File: src/rtl/sa_pkg.sv
// sa_pkg: shared types, defaults and the Keff clamp for the systolic operand feeder.
package sa_pkg;
  localparam int DATA_WIDTH_DEF = 8;
  typedef enum logic [1:0] {IDLE, LOAD, FULL, STREAM} state_t;
  function automatic int clamp_k(input int k, input int depth);
    return (k < 1) ? 1 : ((k > depth) ? depth : k);
  endfunction
endpackage

File: src/rtl/sa_skew_feeder_if.sv
// sa_skew_feeder_if: load/stream bus of the operand feeder; replay exists only with SA_FEEDER_REPLAY_EN.
interface sa_skew_feeder_if
  import sa_pkg::*;
#(
  parameter int DATA_WIDTH = DATA_WIDTH_DEF,
  parameter int LANES      = 4,
  parameter int DEPTH      = 16,
  parameter int K_W        = $clog2(DEPTH + 1)
) ();
  logic                          load_start;
  logic [K_W-1:0]                k_len;
  logic                          in_valid;
  logic                          in_ready;
  logic [DATA_WIDTH-1:0]         in_data;
  logic                          start_compute;
  logic [LANES*DATA_WIDTH-1:0]   lane_data;
  logic [LANES-1:0]              lane_valid;
  logic                          loaded;
  logic                          busy;
  logic                          done;
`ifdef SA_FEEDER_REPLAY_EN
  logic                          replay;
`endif
  modport slave (
`ifdef SA_FEEDER_REPLAY_EN
    input replay,
`endif
    input load_start, k_len, in_valid, in_data, start_compute,
    output in_ready, lane_data, lane_valid, loaded, busy, done
  );
  modport master (
`ifdef SA_FEEDER_REPLAY_EN
    output replay,
`endif
    output load_start, k_len, in_valid, in_data, start_compute,
    input in_ready, lane_data, lane_valid, loaded, busy, done
  );
endinterface

File: src/rtl/sa_lane_mem.sv
// sa_lane_mem: per-lane operand store with synchronous write and registered read.
module sa_lane_mem
  import sa_pkg::*;
#(
  parameter int DATA_WIDTH = DATA_WIDTH_DEF,
  parameter int DEPTH      = 16,
  parameter int AW         = $clog2(DEPTH)
) (
  input  logic                  clk,
  input  logic                  i_we,
  input  logic [AW-1:0]         i_waddr,
  input  logic [DATA_WIDTH-1:0] i_wdata,
  input  logic [AW-1:0]         i_raddr,
  output logic [DATA_WIDTH-1:0] o_rdata
);
  logic [DATA_WIDTH-1:0] r_mem [DEPTH];
  always_ff @(posedge clk) begin
    if (i_we) r_mem[i_waddr] <= i_wdata;
    o_rdata <= r_mem[i_raddr];
  end
endmodule

File: src/rtl/sa_skew_feeder.sv
// sa_skew_feeder: loads a lane-major operand matrix, then streams all lanes in systolic skew.
// Define SA_FEEDER_REPLAY_EN to add a replay input that re-streams the last completed load.
module sa_skew_feeder
  import sa_pkg::*;
#(
  parameter int DATA_WIDTH = DATA_WIDTH_DEF,
  parameter int LANES      = 4,
  parameter int DEPTH      = 16,
  parameter int K_W        = $clog2(DEPTH + 1)
) (
  input logic              clk,
  input logic              rst_n,
  sa_skew_feeder_if.slave  bus
);
  localparam int AW  = $clog2(DEPTH);
  localparam int LW  = $clog2(LANES);
  localparam int T_W = $clog2(DEPTH + LANES);
  state_t                      r_state;
  logic [K_W-1:0]              r_keff;
  logic [AW-1:0]               r_elem;
  logic [LW-1:0]               r_lane;
  logic [T_W-1:0]              r_t;
  logic                        r_in_ready, r_loaded, r_busy, r_done;
  logic [LANES-1:0]            r_lane_valid, w_lane_valid;
  logic [DATA_WIDTH-1:0]       w_rdata [LANES];
  logic [LANES*DATA_WIDTH-1:0] w_lane_data;
  logic                        w_we, w_elem_wrap, w_last_beat, w_replay;
  assign w_we        = r_in_ready && bus.in_valid;
  assign w_elem_wrap = int'(r_elem) == int'(r_keff) - 1;
  assign w_last_beat = w_elem_wrap && int'(r_lane) == LANES - 1;
`ifdef SA_FEEDER_REPLAY_EN
  logic r_stored;
  always_ff @(posedge clk or negedge rst_n) begin
    if (!rst_n) r_stored <= 1'b0;
    else if (r_state == IDLE && bus.load_start) r_stored <= 1'b0;
    else if (w_we && w_last_beat) r_stored <= 1'b1;
  end
  assign w_replay = bus.replay && r_stored;
`else
  assign w_replay = 1'b0;
`endif
  // t counts one past the last skew slot so the final lanes drain before done
  always_ff @(posedge clk or negedge rst_n) begin
    if (!rst_n) begin
      r_state      <= IDLE;
      r_keff       <= '0;
      r_elem       <= '0;
      r_lane       <= '0;
      r_t          <= '0;
      r_in_ready   <= 1'b0;
      r_loaded     <= 1'b0;
      r_busy       <= 1'b0;
      r_done       <= 1'b0;
      r_lane_valid <= '0;
    end else begin
      r_done       <= 1'b0;
      r_lane_valid <= w_lane_valid;
      case (r_state)
        IDLE:
          if (bus.load_start) begin
            r_state    <= LOAD;
            r_keff     <= K_W'(clamp_k(int'(bus.k_len), DEPTH));
            r_elem     <= '0;
            r_lane     <= '0;
            r_in_ready <= 1'b1;
            r_busy     <= 1'b1;
          end else if (w_replay) begin
            r_state <= STREAM;
            r_t     <= '0;
            r_busy  <= 1'b1;
          end
        LOAD:
          if (w_we) begin
            r_elem <= w_elem_wrap ? '0 : r_elem + 1'b1;
            r_lane <= w_elem_wrap ? r_lane + 1'b1 : r_lane;
            if (w_last_beat) begin
              r_state    <= FULL;
              r_in_ready <= 1'b0;
              r_busy     <= 1'b0;
              r_loaded   <= 1'b1;
            end
          end
        FULL:
          if (bus.start_compute) begin
            r_state  <= STREAM;
            r_t      <= '0;
            r_loaded <= 1'b0;
            r_busy   <= 1'b1;
          end
        default:
          if (int'(r_t) == int'(r_keff) + LANES - 1) begin
            r_state <= IDLE;
            r_busy  <= 1'b0;
            r_done  <= 1'b1;
          end else r_t <= r_t + 1'b1;
      endcase
    end
  end
  always_comb begin
    w_lane_valid = '0;
    w_lane_data  = '0;
    for (int i = 0; i < LANES; i++) begin
      w_lane_valid[i] = r_state == STREAM && int'(r_t) >= i && int'(r_t) - i < int'(r_keff);
      w_lane_data[i*DATA_WIDTH +: DATA_WIDTH] = r_lane_valid[i] ? w_rdata[i] : '0;
    end
  end
  for (genvar i = 0; i < LANES; i++) begin : g_lane
    sa_lane_mem #(.DATA_WIDTH(DATA_WIDTH), .DEPTH(DEPTH), .AW(AW)) u_mem (
      .clk     (clk),
      .i_we    (w_we && int'(r_lane) == i),
      .i_waddr (r_elem),
      .i_wdata (bus.in_data),
      .i_raddr (AW'(int'(r_t) - i)),
      .o_rdata (w_rdata[i])
    );
  end
  assign bus.in_ready   = r_in_ready;
  assign bus.lane_data  = w_lane_data;
  assign bus.lane_valid = r_lane_valid;
  assign bus.loaded     = r_loaded;
  assign bus.busy       = r_busy;
  assign bus.done       = r_done;
endmodule

File: src/flat_wrapper.sv
// flat-port wrapper written by rule: the top's interface ports become plain ports
module sa_skew_feeder_flat import sa_pkg::*;
#(
  parameter int DATA_WIDTH = DATA_WIDTH_DEF,
  parameter int LANES      = 4,
  parameter int DEPTH      = 16,
  parameter int K_W        = $clog2(DEPTH + 1)
)
  (clk, rst_n, bus_load_start, bus_k_len, bus_in_valid, bus_in_data, bus_start_compute, bus_in_ready, bus_lane_data, bus_lane_valid, bus_loaded, bus_busy, bus_done);
  sa_skew_feeder_if #(.DATA_WIDTH(DATA_WIDTH), .LANES(LANES), .DEPTH(DEPTH), .K_W(K_W)) bus_i ();
  input logic clk;
  input logic rst_n;
  input wire logic [$bits(bus_i.load_start)-1:0] bus_load_start;
  input wire logic [$bits(bus_i.k_len)-1:0] bus_k_len;
  input wire logic [$bits(bus_i.in_valid)-1:0] bus_in_valid;
  input wire logic [$bits(bus_i.in_data)-1:0] bus_in_data;
  input wire logic [$bits(bus_i.start_compute)-1:0] bus_start_compute;
  output wire logic [$bits(bus_i.in_ready)-1:0] bus_in_ready;
  output wire logic [$bits(bus_i.lane_data)-1:0] bus_lane_data;
  output wire logic [$bits(bus_i.lane_valid)-1:0] bus_lane_valid;
  output wire logic [$bits(bus_i.loaded)-1:0] bus_loaded;
  output wire logic [$bits(bus_i.busy)-1:0] bus_busy;
  output wire logic [$bits(bus_i.done)-1:0] bus_done;
  assign bus_i.load_start = bus_load_start;
  assign bus_i.k_len = bus_k_len;
  assign bus_i.in_valid = bus_in_valid;
  assign bus_i.in_data = bus_in_data;
  assign bus_i.start_compute = bus_start_compute;
  assign bus_in_ready = bus_i.in_ready;
  assign bus_lane_data = bus_i.lane_data;
  assign bus_lane_valid = bus_i.lane_valid;
  assign bus_loaded = bus_i.loaded;
  assign bus_busy = bus_i.busy;
  assign bus_done = bus_i.done;
  sa_skew_feeder #(.DATA_WIDTH(DATA_WIDTH), .LANES(LANES), .DEPTH(DEPTH), .K_W(K_W)) u_core (.clk(clk), .rst_n(rst_n), .bus(bus_i));
endmodule
File: config.mk
export PLATFORM = sky130hd
export DESIGN_NAME = sa_skew_feeder_flat
export DESIGN_NICKNAME = d
export VERILOG_FILES = /design/src/rtl/sa_pkg.sv /design/src/rtl/sa_skew_feeder_if.sv /design/src/rtl/sa_lane_mem.sv /design/src/rtl/sa_skew_feeder.sv /design/src/flat_wrapper.sv
export SDC_FILE = /design/constraint.sdc
export NUM_CORES = 1
export LEC_CHECK = 0
export ABC_AREA = 1
export CORE_MARGIN = 2
export CORE_UTILIZATION = 51
export CTS_CLUSTER_SIZE = 40
export DETAILED_ROUTE_END_ITERATION = 16
export GPL_TIMING_DRIVEN = 0
export PLACE_DENSITY = 0.68
export SYNTH_ARGS = -nofsm -noshare
export SYNTH_HDL_FRONTEND = slang
export SYNTH_SLANG_ARGS = --single-unit
File: constraint.sdc
create_clock -name clk -period 8.2 [get_ports clk]
set_input_delay 1.64 -clock clk [delete_from_list [all_inputs] [get_ports clk]]
set_output_delay 1.64 -clock clk [all_outputs]
set_load 0.02 [all_outputs]
==> results.cfg, run 1 <==
[worst_setup_path]
critical_path_class = register to register
worst_setup_path_start_kind = register
r2r-end = u_core.bus.lane_valid[2]$_DFF_PN0_
cp_cell_sequence = inv_1 -> buf_2 -> clkbuf_1 -> ha_1 -> clkbuf_1 -> inv_1 -> clkbuf_1 -> ha_1 -> o211ai_1 -> a21boi_0 -> nor2_1 -> a21oi_1 -> nor3_1
critical_path.max_fanout = 14
ff2ff_path_depth = 13
endpoint_kind = register
data_arrival_time_of_the_critical_path_ns = 4.75
critical-path-slowest-cell = sky130_fd_sc_hd__clkbuf_1
worst_path_most_repeated_cell = sky130_fd_sc_hd__clkbuf_1
r2r_start = u_core.r_t[1]$_DFFE_PN0P_
critical_path.max_stage_delay_ns = 0.68
worst_setup_path_endpoint = u_core.bus.lane_valid[2]$_DFF_PN0_
worstPathRequired_ns = 8.70
crit_path_start = u_core.r_t[1]$_DFFE_PN0P_
reg2reg_setup_slack_ns = 3.95

[timing]
timing.setup.tns_ns = 0
hold_violations = 0
worst_hold_slack_ns = 0.5080
period_needed_ns = 4.248
finalClockSkew_ns = 0.02258
fmaxAchievable_mhz = 235.4
fin_crit_sh_pct = 51.81
slew-limit-headroom_pct = 31.34
finalSetupViolCount = 0
timing_worst_slew_pin_value_ns = 1.026
grt_setup_unrepaired = false
final-max-slew-violation-count = 0

[clock_network]
cts_tree = done
cts.htree.levels = 2
count_of_clock_tree_sinks = 569
clock_tree.buffer_depth = 3
post-cts-setup-buffer-count = 0
cts_hold_repair.buffers = 0
numCtsBuffers = 55
cts_resized = 0
cts_root_buf = sky130_fd_sc_hd__clkbuf_16
clk_transition_reported_paths_ns = 0.07
insertion_delay_ns = 0.61

[routing]
viasPerCell = 5.983
first_iter_violations = 1864
drt_pre_antenna_iters = 8
drc = 0
vias = 15800
wl_mm = 63.09
avgRoutedWirePerCell_um = 23.90
antenna_left = 0

[global_routing]
first_global_vias = 15660
global_route_wire_length_before_repair_mm = 94.25
grt.met2_usage_pct = 43.72
met3_usage_pct = 5.275
most_heavily_used_metal_layer_in_global_routing = met2
grt_antenna_before_repair = 0
globalRoute.totalOverflow = 0
grt_use_total_pct = 26.88
maximum_number_of_pins_on_one_net_before_global_route_repair = 49
met1_usage_pct = 34.47

[logic_synthesis]
synth_edf_count = 512
ys_seq_elements = 569
yosys.area_share.xor_xnor_pct = 0.5935
yosys_warnings = 0
synth.distinct_cells = 43
synthArstFlopShare_pct = 4.394
syn_area_per_cell_sq_um = 12.50
synthDominantAreaCellType = sky130_fd_sc_hd__edfxtp_1
share_of_the_synthesized_area_in_compound_gates_ao_oa_aoi_oai_pct = 12.24
synthMuxAreaShare_pct = 0
net_count_after_synthesis = 1934
ys.flop_type = sky130_fd_sc_hd__edfxtp_1
syn-cell-area_sq_um = 23400
simple_gate_share_of_the_synthesized_area_pct = 9.624
post_synth_main_area_contributors = sky130_fd_sc_hd__edfxtp_1 (66%), sky130_fd_sc_hd__nor2_1 (5.9%), sky130_fd_sc_hd__o21ai_0 (5.3%)
most_instantiated_library_cell_after_synthesis = sky130_fd_sc_hd__edfxtp_1
synth_sequential_area_ratio_pct = 71.11
yosys.area_share.adder_pct = 2.352
combinational_family_with_the_most_area_after_synthesis = compound AO/OA/AOI/OAI gates
most_frequent_cells_after_synthesis = sky130_fd_sc_hd__edfxtp_1 (512), sky130_fd_sc_hd__nor2_1 (367), sky130_fd_sc_hd__o21ai_0 (250)
syn_inst = 1872
netlist.area_leader.share_pct = 65.70

[placed_design]
place_congestion = 0.9110
placement.cell_area_sq_um = 24840
dp_hpwl_mm = 42.91
placed_cells = 2537
buffers_on_ports = 57

[floorplanning]
die_h_um = 218.2
die_width_um = 218.2
start_util_pct = 51.57
rows = 78
boundaryPins = 58
floorplan_die_area_sq_um = 47620
fp.coreArea_sq_um = 45380

[cells_and_area]
area.growth.synth_to_final_pct = 14.20
finalInstanceArea_sq_um = 26730
post_route_cells_drive_above_1_share_pct = 9.318
instances_no_fill = 2640
num-nets-final = 2056

[flow_run]
cap_viol_max_count = 0

[pwr]
power.static_leakage_nw = 9.261
worst_ir_drop_vdd_v = 0.0002142
cellPowerDensity_nw_per_um2 = 387.9
p_total_mw = 10.37

[hold_path]
hold_class = register to register

[run_status]
run_status = complete, no violations
[registers in the layout (all words and copies together) (netlist names)]
register / cells
u_core.bus.done: 1
u_core.bus.in_ready: 1
u_core.r_elem: 4
u_core.r_state: 2
u_core.r_lane: 2
u_core.bus.lane_valid: 4
u_core.r_keff: 5
u_core.g_lane.u_mem.o_rdata: 32
u_core.g_lane.u_mem.r_mem: 512
u_core.r_t: 5
u_core.bus.loaded: 1
[layer usage]
metal  up-vias  part of all wire, %
li1       7073                    -
met1      7660                   39
met2       862                   47
met3       201                  8.7
met4         0                  5.0
met5         -                    0
[worst min path at each step]
stage / start / endpoint / slack [ns] / depth (start not counted)
after global routing: u_core.bus.in_ready$_DFFE_PN0P_ / u_core.bus.in_ready$_DFFE_PN0P_ / 0.52 / 2
final: u_core.bus.in_ready$_DFFE_PN0P_ / u_core.bus.in_ready$_DFFE_PN0P_ / 0.51 / 2
after global placement: u_core.bus.in_ready$_DFFE_PN0P_ / u_core.bus.in_ready$_DFFE_PN0P_ / 0.49 / 2
after detailed placement: u_core.bus.in_ready$_DFFE_PN0P_ / u_core.bus.in_ready$_DFFE_PN0P_ / 0.49 / 2
after floorplan: u_core.r_lane[0]$_DFFE_PN0P_ / u_core.r_lane[0]$_DFFE_PN0P_ / 0.51 / 2
after CTS: u_core.bus.in_ready$_DFFE_PN0P_ / u_core.bus.in_ready$_DFFE_PN0P_ / 0.51 / 2
[worst max-delay path: cells and delay by family, from the launching register on]
kind	cells	cell delay, ns
flops	1	0.61
simple gates	2	0.32
fa+ha+maj	2	0.77
compound gates	3	0.25
buf+inv	6	2.21
[power by group]
group	internal (mW)	switching, mW
sequential	3.36	0.107
clock	1.55	1.07
combinational	1.31	2.98
total	6.21	4.15
[cell type report]
type,count,area [sq um]
tap,600,750.7
fill,3573,18660
clock buffer,84,1658
sequential,569,16640
timing repair buffer,65,685.7
antenna,1,2.502
multi-input combinational,1109,5807
buffer,110,631.9
inverter,84,322.8
clock inverter,18,226.5
[through the flow]
step	worst slack [ns]	util, %
2_1_floorplan	5.296	-
3_3_place_gp	3.525	54.48
3_5_place_dp	4.099	54.75
4_1_cts	4.078	58.90
5_1_grt	3.807	58.89
6_report	3.952	58.89
[cell usage in the layout, fill, tap and decap left out, types with 12 or more instances in the layout]
cell,Yosys,final
sky130_fd_sc_hd__a21oi_1,12,12
sky130_fd_sc_hd__buf_2,27,36
sky130_fd_sc_hd__buf_6,17,17
sky130_fd_sc_hd__clkbuf_1,53,67
sky130_fd_sc_hd__clkbuf_16,0,57
sky130_fd_sc_hd__clkbuf_8,0,13
sky130_fd_sc_hd__clkdlybuf4s50_1,0,48
sky130_fd_sc_hd__dfrtp_1,25,25
sky130_fd_sc_hd__dfxtp_1,32,32
sky130_fd_sc_hd__edfxtp_1,512,512
sky130_fd_sc_hd__ha_1,44,44
sky130_fd_sc_hd__inv_1,75,75
sky130_fd_sc_hd__nand2_1,131,131
sky130_fd_sc_hd__nand3_1,41,41
sky130_fd_sc_hd__nor2_1,367,367
sky130_fd_sc_hd__o211ai_1,36,36
sky130_fd_sc_hd__o21ai_0,250,250
sky130_fd_sc_hd__o21ai_1,47,47
sky130_fd_sc_hd__o221ai_1,47,47
sky130_fd_sc_hd__o22ai_1,82,82
[cell families (layout without fill, tap and decap cells)]
kind of cell,count (synthesis),count (layout)
flip-flops,569,569
AND/OR/NAND/NOR,563,563
AO/OA/AOI/OAI,490,490
buffers and inverters,194,361
adder cells (fa/ha/maj),44,44
XOR/XNOR,12,12
other,0,1
(Power assumes the default switching activity.)
==> run 2: changes to the inputs <==
==> constraint.sdc (replaced) <==
create_clock -name clk -period 4.26 [get_ports clk]
set_input_delay 0.852 -clock clk [delete_from_list [all_inputs] [get_ports clk]]
set_output_delay 0.852 -clock clk [all_outputs]
set_load 0.02 [all_outputs]
==> results.cfg, run 2 (synthesized netlist as in run 1, its figures left out) <==
[run_status]
run_status = complete, no violations

[cells_and_area]
area.growth.synth_to_final_pct = 14.17
max_reg_flops = 512
top_regs = u_core.g_lane.u_mem.r_mem (512), u_core.g_lane.u_mem.o_rdata (32)
final_util_pct = 58.88
insertedDiodeCount = 0
layout.filler_cells = 3572
regMostFlops = u_core.g_lane.u_mem.r_mem
instances_no_fill = 2638
most_common_library_cell_in_the_layout_ignoring_fill_and_taps = sky130_fd_sc_hd__edfxtp_1
num-nets-final = 2055
post_route_cells_drive_above_1_share_pct = 9.323
commonest_non_fill_non_tap_cells_in_the_layout = sky130_fd_sc_hd__edfxtp_1 (512), sky130_fd_sc_hd__nor2_1 (367), sky130_fd_sc_hd__o21ai_0 (250)

[global_routing]
first_global_vias = 15660
grt_antenna_before_repair = 0
global_route_wire_length_before_repair_mm = 94.25
globalRoute.totalOverflow = 0
grt_use_total_pct = 26.88
maximum_number_of_pins_on_one_net_before_global_route_repair = 49

[floorplanning]
fp.coreArea_sq_um = 45380
die_width_um = 218.2
boundaryPins = 58
floorplan_die_area_sq_um = 47620
start_util_pct = 51.57
rows = 78
die_h_um = 218.2

[worst_setup_path]
worst_setup_path_start_kind = register
critical_path.max_fanout = 23
critical_path_class = register to register
critical-path-slowest-cell = sky130_fd_sc_hd__dfrtp_1
critical_path.max_stage_delay_ns = 0.73
worstPathRequired_ns = 4.76
endpoint_kind = register
cp_cell_sequence = inv_1 -> buf_2 -> ha_1 -> xnor2_2 -> clkinv_1 -> ha_1 -> a21oi_1 -> a21boi_0 -> nor2_1 -> a21oi_1 -> nor3_1
data_arrival_time_of_the_critical_path_ns = 4.29

[timing]
hold_violations = 0
finalSetupViolCount = 0
grt_setup_unrepaired = false
fmaxAchievable_mhz = 264.2
timing_worst_slew_pin_value_ns = 0.9929
fin_crit_sh_pct = 88.86
slew-limit-headroom_pct = 33.56
timing.setup.tns_ns = 0
finalClockSkew_ns = 0.02443
final-max-slew-violation-count = 0
period_needed_ns = 3.786
worst_hold_slack_ns = 0.2530

[clock_network]
insertion_delay_ns = 0.61
cts_hold_repair.buffers = 0
cts_root_buf = sky130_fd_sc_hd__clkbuf_16
count_of_clock_tree_sinks = 569
clk_transition_reported_paths_ns = 0.07
numCtsBuffers = 55
cts.htree.levels = 2
cts_tree = done
cts_resized = 0
clock_tree.buffer_depth = 3
post-cts-setup-buffer-count = 0

[placed_design]
dp_hpwl_mm = 42.91
buffers_on_ports = 57
place_congestion = 0.9110
placed_cells = 2537

[flow_run]
cap_viol_max_count = 0

[routing]
viasPerCell = 5.987
wl_mm = 62.87
drt_pre_antenna_iters = 6
first_iter_violations = 1891
vias = 15800
drc = 0
avgRoutedWirePerCell_um = 23.83
antenna_left = 0

[pwr]
worst_ir_drop_vdd_v = 0.0004124
power.static_leakage_nw = 9.259
cellPowerDensity_nw_per_um2 = 746.5

[hold_path]
hold_class = input port to async pin
## run 2: cell count changes in the layout (fill, tap and decap cells not counted)
cell / change
sky130_fd_sc_hd__clkbuf_1: -1
sky130_fd_sc_hd__diode_2: -1
## run 2: stage by stage
step                      cell area, sq um  power (mW)  setup WS, ns
after floorplan                      23400       11.81         1.563
after global placement               24720       14.67        0.1701
after detailed placement             24840       14.83        0.1821
after CTS                            26730       19.83        0.1384
after global routing                 26720       20.86        0.3198
final                                26720       19.95        0.4744
## run 2: power by group
group          internal, mW  switching [mW]  leakage [nW]
Clock                  2.98            2.07         0.923
Combinational          2.51            5.72          3.14
Sequential             6.46           0.205          5.20
Total                  12.0            7.99          9.26
## run 2: layer usage
layer  wire length, um  global-route usage (%)  up-vias
met3              5321                   5.275      189
met4              3160                   13.72        0
met5                 0                       0        -
met2             29840                   43.72      814
li1                  -                       -     7066
met1             24550                   34.47     7726
## run 2: worst paths after layout
path | from | end | slack [ns] | depth (start not counted)
worst max-delay path | u_core.r_t[1]$_DFFE_PN0P_ | u_core.bus.lane_valid[2]$_DFF_PN0_ | 0.47 | 11
worst min-delay path | rst_n | u_core.r_lane[0]$_DFFE_PN0P_ | 0.25 | 1
worst max register to register | u_core.r_t[1]$_DFFE_PN0P_ | u_core.bus.lane_valid[2]$_DFF_PN0_ | 0.47 | 11
worst min register to register | u_core.bus.in_ready$_DFFE_PN0P_ | u_core.bus.in_ready$_DFFE_PN0P_ | 0.51 | 2
max in group asynchronous | rst_n | u_core.r_t[0]$_DFFE_PN0P_ | 3.59 | 1
min in group clk | u_core.bus.in_ready$_DFFE_PN0P_ | u_core.bus.in_ready$_DFFE_PN0P_ | 0.51 | 2
## run 2: final cells by class
cell class	instances	area (sq um)	area share [%]
flip-flops and latches	569	16640	62.28
clock inverters	18	226.5	0.8476
plain buffers	109	628.1	2.351
well taps	600	750.7	2.810
clock buffers	84	1658	6.205
inverters	84	322.8	1.208
repair buffers	65	685.7	2.566
multi-input cells	1109	5807	21.73
## run 2: worst max-delay path: cells and delay by family (launching register included)
kind	cells	cell delay, ns
buf+inv	3	1.00
fa+ha+maj	2	0.84
flops	1	0.73
xor+xnor	1	0.48
simple gates	2	0.32
compound gates	3	0.30
==> RTL edit: new RTL, settings of run 2 <==
The 4 states of `state_t` get a one-hot encoding in 4 bits.
--- a/src/rtl/sa_pkg.sv
+++ b/src/rtl/sa_pkg.sv
@@ -3,3 +3,3 @@
   localparam int DATA_WIDTH_DEF = 8;
-  typedef enum logic [1:0] {IDLE, LOAD, FULL, STREAM} state_t;
+  typedef enum logic [3:0] {IDLE = 4'b0001, LOAD = 4'b0010, FULL = 4'b0100, STREAM = 4'b1000} state_t;
   function automatic int clamp_k(input int k, input int depth);
Function: no difference found for any inputs over 4 cycles, from zero or initial values and one cycle with rst_n low; so few cycles prove little.
==> RTL edit against run 2 <==
Area after synthesis shrank 0.21%; non-clock buffer count decreased by 2; worst setup slack got worse by 0.16 ns; cell area decreased by 0.47%; synthesized cell count up 0.80%; sequential share of layout area is 0.58 points higher; first-iteration DRC count grew 5.4%; core utilization shrank 0.15 points; wire length rose by 1.8%; sequential cell count increased by 3; die area shrank 0.20%; critical endpoint unchanged.
Power is not compared: it rests on default switching activity, and its combinational part moved more than twofold at a synthesized area within 25%.
==> RTL edit: results (changes against run 2) <==
stage	metric	value	unit	change
placed_design	dp_hpwl	43380	um	+1.1%
layout	ff_latch_area	16720	um2	+0.46%
hold_path	min_path_type	in -> async		
floorplan	core_area	45280	um2	-0.22%
global_route	grt_first_pass_wirelength	94420	um	+0.18%
logic_synthesis	seq_area_frac_synth	71.58	%	+0.48 points
layout	top_regs	u_core.g_lane.u_mem.r_mem: 512 flops, u_core.g_lane.u_mem.o_rdata: 32 flops		
placed_design	gp_congestion	0.8730		-4.2%
global_route	track_usage	27.05	%	+0.17 points
layout	multi_input_area	5844	um2	+0.65%
placed_design	place_ws	0.007083	ns	-0.1750 ns
route	initialDrtViolationCount	1993		+5.4%
logic_synthesis	synth_warnings	0		unchanged
clocking	root_buffer	clkbuf_16		
layout	nets	2067		+0.58%
sta	fin_skew	0.01325	ns	-0.01118 ns
power_and_ir_drop	comb_cell_power	0.121	mW	
sta	worst_pin_slew	0.8913	ns	-0.1016 ns
logic_synthesis	synth_enable_flop_cells	512		unchanged
placed_design	io_buffers	57		unchanged
clocking	clockBufferDepth	3		unchanged
logic_synthesis	synthArstFlopShare	4.895	%	+0.50 points
layout	inverters	81		-3.6%
clocking	cts_buffers	57		+3.6%
layout	drive_gt1_share	8.402	%	-0.92 points
layout	buffers	172		-1.1%
placed_design	place_area	24800	um2	-0.20%
layout	num-multi-input-gates	1126		+1.5%
power_and_ir_drop	pwr-share-clk	43.9	%	
run_status	outcome	completed		
route	dr.pass1.iters	7		+1
layout	clkCellAreaFrac	6.789	%	-0.26 points
layout	post-route-util	58.73	%	-0.15 points
power_and_ir_drop	leakage	9.195	nW	
worst_setup_path	worst-path-max-fanout	23		unchanged
power_and_ir_drop	power_density	417.5	nW/um2	
layout	num-clock-buffers	76		-9.5%
global_route	grt_pass1_vias	15360		-1.9%
clocking	cts.sinks	572		+0.53%
worst_setup_path	worst_ep_arrival_time	4.47	ns	+0.18 ns
power_and_ir_drop	switchingPower	2.184	mW	
global_route	antenna_found_initial	0		unchanged
logic_synthesis	synth.net_count	1944		+0.52%
route	num_vias	15850		+0.32%
clocking	clk_pin_slew_worst_paths	0.06	ns	
route	wl_per_cell	24.07	um	+0.97%
placed_design	dp.cells	2552		+0.59%
layout	num_antenna_cells	0		unchanged
logic_synthesis	postSynthAreaPerCell	12.38	um2	-1.0%
layout	fillers	3610		+1.1%
clocking	h-tree-depth	2		unchanged
logic_synthesis	synth_cell_types	44		+2.3%
logic_synthesis	netlist_top_cells_count	edfxtp_1, nor2_1, o21ai_0, nand2_1, o22ai_1		
layout	buf_share	4.380	%	-0.54 points
layout	stdcell_count	2659		+0.80%
power_and_ir_drop	irDropWorstVdd	0.3730	mV	
clocking	clk_latency	0.61	ns	about the same
global_route	grt_max_degree	52		+6.1%
logic_synthesis	synth.area.top_cells	edfxtp_1, o21ai_0, nor2_1		
[RTL edit: cell families after synthesis]
kind of cell | Yosys count | synth area share [%]
DFF | 572 | 71.58
xor gates and xnor gates | 9 | 0.4340
and+or+nand+nor | 610 | 10.67
AOI/OAI and AO/OA | 468 | 11.83
buffers and inverters | 189 | 3.391
adders and majority gates | 39 | 2.089
[RTL edit: what timing repair did]
item / CTS / global route
setup buffers: 0 / 0
gates cloned: 0 / 0
resized for setup: 1 / 0
setup endpoints to repair: 1 / 2
pin swaps: 0 / 0
[RTL edit: worst max-delay path: stages (launching register included)]
cell	delay (ns)
dfrtp_1	0.56
inv_1	0.35
buf_2	0.57
ha_1	0.41
clkbuf_1	0.29
inv_1	0.26
clkbuf_1	0.55
ha_1	0.36
nand2_1	0.06
o21ai_0	0.09
a21oi_1	0.15
nor2_1	0.05
nor3_1	0.13
[RTL edit: metal layers]
metal,GRT usage (%),vias to the layer above,part of all wire [%]
li1,-,7128,-
met1,37.30,7765,41
met2,42.01,787,45
met3,6.039,165,10
met4,10.73,0,4.0
met5,0,-,0
[RTL edit: worst paths after layout]
kind	start	slack (ns)	end	depth (start not counted)
setup / recovery	u_core.r_t[1]$_DFFE_PN0P_	0.32	u_core.bus.lane_valid[2]$_DFF_PN0_	12
hold / removal	rst_n	0.28	u_core.r_t[3]$_DFFE_PN0P_	1
setup reg to reg	u_core.r_t[1]$_DFFE_PN0P_	0.32	u_core.bus.lane_valid[2]$_DFF_PN0_	12
hold reg to reg	u_core.r_state[0]$_DFFE_PN1P_	0.47	u_core.r_state[0]$_DFFE_PN1P_	2
max in group asynchronous	rst_n	3.55	u_core.r_lane[1]$_DFFE_PN0P_	1
min in group clk	u_core.r_state[0]$_DFFE_PN1P_	0.47	u_core.r_state[0]$_DFFE_PN1P_	2
